File: src/rtl/i2c_reg_ctrl.sv
// i2c_reg_ctrl: pointer-addressed register bank behind an I2C slave core, shared with local logic
module i2c_reg_ctrl #(
   parameter int          ADDR_W   = 3,
   parameter logic [7:0]  RST_REG0 = 8'h00
) (
   input  logic              clk,
   input  logic              rst_n,
   input  logic              bus_start,
   input  logic              bus_rw,
   input  logic              bus_stop,
   input  logic              rx_valid,
   input  logic [7:0]        rx_data,
   input  logic              tx_req,
   output logic [7:0]        tx_data,
   output logic              tx_valid,
   input  logic              loc_req,
   input  logic              loc_we,
   input  logic [ADDR_W-1:0] loc_addr,
   input  logic [7:0]        loc_wdata,
   output logic              loc_gnt,
   output logic [7:0]        loc_rdata,
   output logic [7:0]        reg0_out,
   output logic              led_out
);
   localparam int DEPTH = 2 ** ADDR_W;
   localparam logic [1:0] S_IDLE = 2'd0, S_PTR = 2'd1, S_WR = 2'd2, S_RD = 2'd3;
   logic [1:0]        state, state_nxt;
   logic [ADDR_W-1:0] ptr, ptr_nxt;
   logic [7:0]        regs [DEPTH];
   logic              bus_wr, bus_rd, loc_go;
   assign bus_wr = (state == S_WR) && rx_valid;
   assign bus_rd = (state == S_RD) && tx_req;
   // loc_gnt high means this request was just served; it must be re-sampled before another grant
   assign loc_go = loc_req && !bus_wr && !bus_rd && !loc_gnt;
   assign reg0_out = regs[0];
   assign led_out  = regs[0][0];
   // next state: START beats STOP; the first byte after a write START is the pointer
   always_comb begin
      state_nxt = bus_start ? (bus_rw ? S_RD : S_PTR) :
                  bus_stop ? S_IDLE :
                  (state == S_PTR && rx_valid) ? S_WR : state;
   end
   // pointer load from the first written byte, auto-increment on every data byte, wraps naturally
   always_comb begin
      ptr_nxt = (state == S_PTR && rx_valid) ? rx_data[ADDR_W-1:0] :
                (bus_wr || bus_rd) ? ptr + ADDR_W'(1) : ptr;
   end
   // state and pointer registers
   always_ff @(posedge clk or negedge rst_n) begin
      if (!rst_n) begin
         state <= S_IDLE;
         ptr   <= '0;
      end else begin
         state <= state_nxt;
         ptr   <= ptr_nxt;
      end
   end
   // single-port bank: bus write has priority, a local write lands only on a free cycle
   always_ff @(posedge clk or negedge rst_n) begin
      if (!rst_n) begin
         for (int i = 0; i < DEPTH; i++) regs[i] <= (i == 0) ? RST_REG0 : 8'h00;
      end else if (bus_wr) begin
         regs[ptr] <= rx_data;
      end else if (loc_go && loc_we) begin
         regs[loc_addr] <= loc_wdata;
      end
   end
   // read data to the slave core; a request outside a read transfer gets the idle pattern
   always_ff @(posedge clk or negedge rst_n) begin
      if (!rst_n) begin
         tx_valid <= 1'b0;
         tx_data  <= 8'h00;
      end else begin
         tx_valid <= tx_req;
         if (tx_req) tx_data <= bus_rd ? regs[ptr] : 8'hFF;
      end
   end
   // local grant and the pre-access register value, returned for reads and writes alike
   always_ff @(posedge clk or negedge rst_n) begin
      if (!rst_n) begin
         loc_gnt   <= 1'b0;
         loc_rdata <= 8'h00;
      end else begin
         loc_gnt <= loc_go;
         if (loc_go) loc_rdata <= regs[loc_addr];
      end
   end
endmodule

File: config.mk
export PLATFORM = sky130hd
export DESIGN_NAME = i2c_reg_ctrl
export DESIGN_NICKNAME = d
export VERILOG_FILES = /design/src/rtl/i2c_reg_ctrl.sv
export SDC_FILE = /design/constraint.sdc
export NUM_CORES = 1
export LEC_CHECK = 0
export ABC_AREA = 1
export BUFFER_PORTS_ARGS = -buffer_cell sky130_fd_sc_hd__buf_2
export CAP_MARGIN = 20
export CORE_UTILIZATION = 61
export CTS_BUF_LIST = sky130_fd_sc_hd__clkbuf_16
export DETAILED_ROUTE_END_ITERATION = 6
export GPL_ROUTABILITY_DRIVEN = 0
export PLACE_DENSITY = 0.93
export SLEW_MARGIN = 20
export SYNTH_ARGS = -nofsm -noshare
export SYNTH_HDL_FRONTEND = slang
export SYNTH_SLANG_ARGS = --single-unit
File: constraint.sdc
create_clock -name clk -period 2.2 [get_ports clk]
set_clock_uncertainty 0.2 [all_clocks]
set_input_delay 0.44 -clock clk [delete_from_list [all_inputs] [get_ports clk]]
set_output_delay 0.44 -clock clk [all_outputs]
set_load 0.02 [all_outputs]
==> results.md <==
* Via/cell ratio at 5.83
* Io pins at 55
* Psw at around 2000 uW
* Fmax at between 0.4 and 0.5 GHz
* Number of global-route vias before repair at ~6,000
* VDD IR-drop max at roughly 0.38 mV
* Filler cells at 795
* First-pass GRT wire length at approximately 31,000 um
* Die outline height at ~100 um
* Fin Hold WS at ~0.11 ns
* CP Buf/Inv Count at 1
* CTS Sinks at 87
* Synth Register Bits at 87
* Status: finished, violations left
* Fin nets at about 1,100
* Post-DR wirelength/cell at around 17 um
* DR vias at 6,908
* CP delay by family, top: simple AND/OR/NAND/NOR gates
* Max-Cap Viols at 0
* Synth-to-Final Area Change at 13.5%
* Htree depth at 3
* Row cnt at 36
* Initial antenna violation count at 0
* Post-Syn Instances at 994
* Largest net degree at the start of global routing at 73
* Clk pwr share at 0.323
* Crit path largest cell delay at roughly 0.47 ns
* # DRC at 1
* DP HPWL at 13,800 um
* Setup TNS at 0 ns
* Die ar. at 10,500 um^2
* Critical path type: reg2reg
* Antenna-violating nets left at 0
* P_leak at 0.00396 uW
* Share of layout cells above drive strength 1 at 0.147
* Reg clk slew, reported paths at roughly 0.07 ns
* Routed wire length at between 15,000 and 20,000 um
* Clock root cell: clkbuf_16
* Yosys warnings at 0
* Most common cell on crit path: nand2_1
* Overflow after GRT at 0
* Sequential share of power at 0.385
* Drt pass-1 iters at 7
* Multi-input combinational cell area at roughly 3500 um^2
* Fin. Hold Viols at 0
* Part of the power in combinational logic at 0.292
* Worst min path class: in2reg
* RSZ-0062 raised after global routing: false
* Clk_lat worst skew at 0.35 ns
* Crit. End Element: flop
* Final period util at 0.934
* Sequential cell area fraction in the yosys report at 0.353
* Leading cell type in the layout, fill and taps excluded: nand2_1
* CP Max Fanout at 10
* Final setup vio count at 0
* Sequential cell area at around 2200 um^2
* Failing checks: design-rule violations
* Cts bufs inserted at 9
* TritonCTS clock tree: yes
* Tmin final at a little over 2 ns
* Post-synth cell types at 27
* Arr. time, crit path at approximately 2.1 ns
* Most frequent cells in the layout: 549 x nand2_1, 87 x nand3_1, 87 x dfrtp_1, 67 x nor2_1, 54 x inv_1
* Clock buffer depth at 2
* Post-Syn Area at a little over 6000 um^2
* Internal power at between 3000 and 4000 uW
* CP Data Required Time at roughly 2.2 ns
* 1st-iter DRT viols at 780
* Initial Util at 0.631
* Cell Pwr Density at around 740 nW/um^2
* ANT cells at 0
* I/O Buffers at 54
* Crit-path cells: inv_1, nand3_1, o21ai_2, nand2_4, nand2_1, nand2_1
* CP max-delay cell: o21ai_2
* Sw Ratio at 0.380
* Total track usage at 0.402
* Rel. slew slack at 0.688
* Slew Viols, Final at 0
* Worst-Margin Slew at approximately 0.47 ns
* Post-Syn Area per Cell at a little over 6 um^2
* Critical path launch point type: flop
* Core area at just under 10,000 um^2
* Die X-Extent at 103 um
* Post-CTS Setup Bufs at 0
* Net Count, Synth at 1,023
[state kept, by name, summed over array words and instances (netlist names)]
| name | cells |
|---|---|
| regs | 56 |
| loc_rdata | 8 |
| reg0_out | 8 |
| tx_data | 8 |
| ptr | 3 |
| state | 2 |
| loc_gnt | 1 |
| tx_valid | 1 |
[cells in the mapped netlist]
library cell	n	area share
nand2_1	549	0.33
dfrtp_1	87	0.35
nand3_1	87	0.071
nor2_1	67	0.041
inv_1	52	0.032
nand4_1	33	0.033
clkbuf_1	18	0.011
buf_4	14	0.017
o21ai_0	11	0.0089
buf_2	10	0.0081
nor2_4	10	0.018
or2_2	9	0.0091
nand2_2	6	0.0061
buf_1	5	0.0030
nand2_4	5	0.0091
inv_2	4	0.0024
nor2_2	4	0.0041
o21ai_2	4	0.0057
o21ai_4	4	0.011
buf_6	3	0.0055
a21oi_1	2	0.0016
clkinv_1	2	0.0012
nand3_2	2	0.0032
nor3_4	2	0.0053
o21bai_1	2	0.0024
ha_1	1	0.0020
o211ai_1	1	0.0012
[cells by family after synthesis]
family,share of synthesized area
AOI/OAI and AO/OA,0.0304
adders and majority gates,0.00203
DFF,0.353
buffers and inverters,0.0800
and+or+nand+nor,0.534
[per-stage QoR]
| stage | instance area [um^2] | total power (uW) | util | cells | setup WS (ns) |
|---|---|---|---|---|---|
| 2_1_floorplan | 6160 | 2940 | - | 994 | 0.449 |
| 3_3_place_gp | 6670 | 3380 | 0.682 | 1168 | 0.270 |
| 3_5_place_dp | 6670 | 3420 | 0.682 | 1168 | 0.225 |
| 4_1_cts | 6990 | 5060 | 0.716 | 1185 | 0.196 |
| 5_1_grt | 6990 | 5340 | 0.716 | 1185 | 0.0174 |
| 6_report | 6990 | 5150 | 0.716 | 1185 | 0.145 |
[worst register-to-register path, cell delays in order (launching register included)]
cell,delay [ns]
dfrtp_1,0.41
inv_1,0.29
nand3_1,0.30
o21ai_2,0.47
nand2_4,0.14
nand2_1,0.09
nand2_1,0.05
[final timing paths]
| kind | startpoint | end | slack (ns) | depth (start not counted) |
|---|---|---|---|---|
| max | ptr[0] | regs[11] | 0.15 | 6 |
| min | tx_req | tx_valid | 0.11 | 1 |
| max reg2reg | ptr[0] | regs[11] | 0.15 | 6 |
| min reg2reg | loc_rdata[4] | loc_rdata[4] | 0.28 | 2 |
| max in group asynchronous | rst_n | loc_rdata[6] | 0.86 | 3 |
| min in group asynchronous | rst_n | tx_data[4] | 0.36 | 2 |
[final cells by class]
type	count	share of cell area
Multi-Input combinational cell	799	0.500
Sequential cell	87	0.311
Timing Repair Buffer	92	0.0891
Clock buffer	9	0.0322
Inverter	58	0.0311
Tap cell	133	0.0238
Clock inverter	7	0.0129
[power by group through the flow]
| stage | Combinational [uW] | Sequential (uW) | Clock [uW] |
|---|---|---|---|
| final | 1500 | 1980 | 1660 |
| after global routing | 1620 | 2000 | 1720 |
| after CTS | 1450 | 1970 | 1640 |
| after detailed placement | 1430 | 1990 | 0 |
| after global placement | 1400 | 1980 | 0 |
| after floorplan | 999 | 1940 | 0 |
[routing by layer]
metal / global-route usage / vias to the layer above / wire length, um
met1: 0.550 / 3074 / 7400
met3: 0.0936 / 124 / 2890
li1: - / 3194 / -
met5: 0 / - / 0
met4: 0.220 / 0 / 1200
met2: 0.590 / 516 / 8190
[timing repair]
action                                 CTS  global route
hold buffers                             1             0
endpoints found under the hold margin   28             0
setup endpoints to repair                0             0
gates resized for setup                  0             0
No activity file was read; power rests on OpenSTA's default activity.
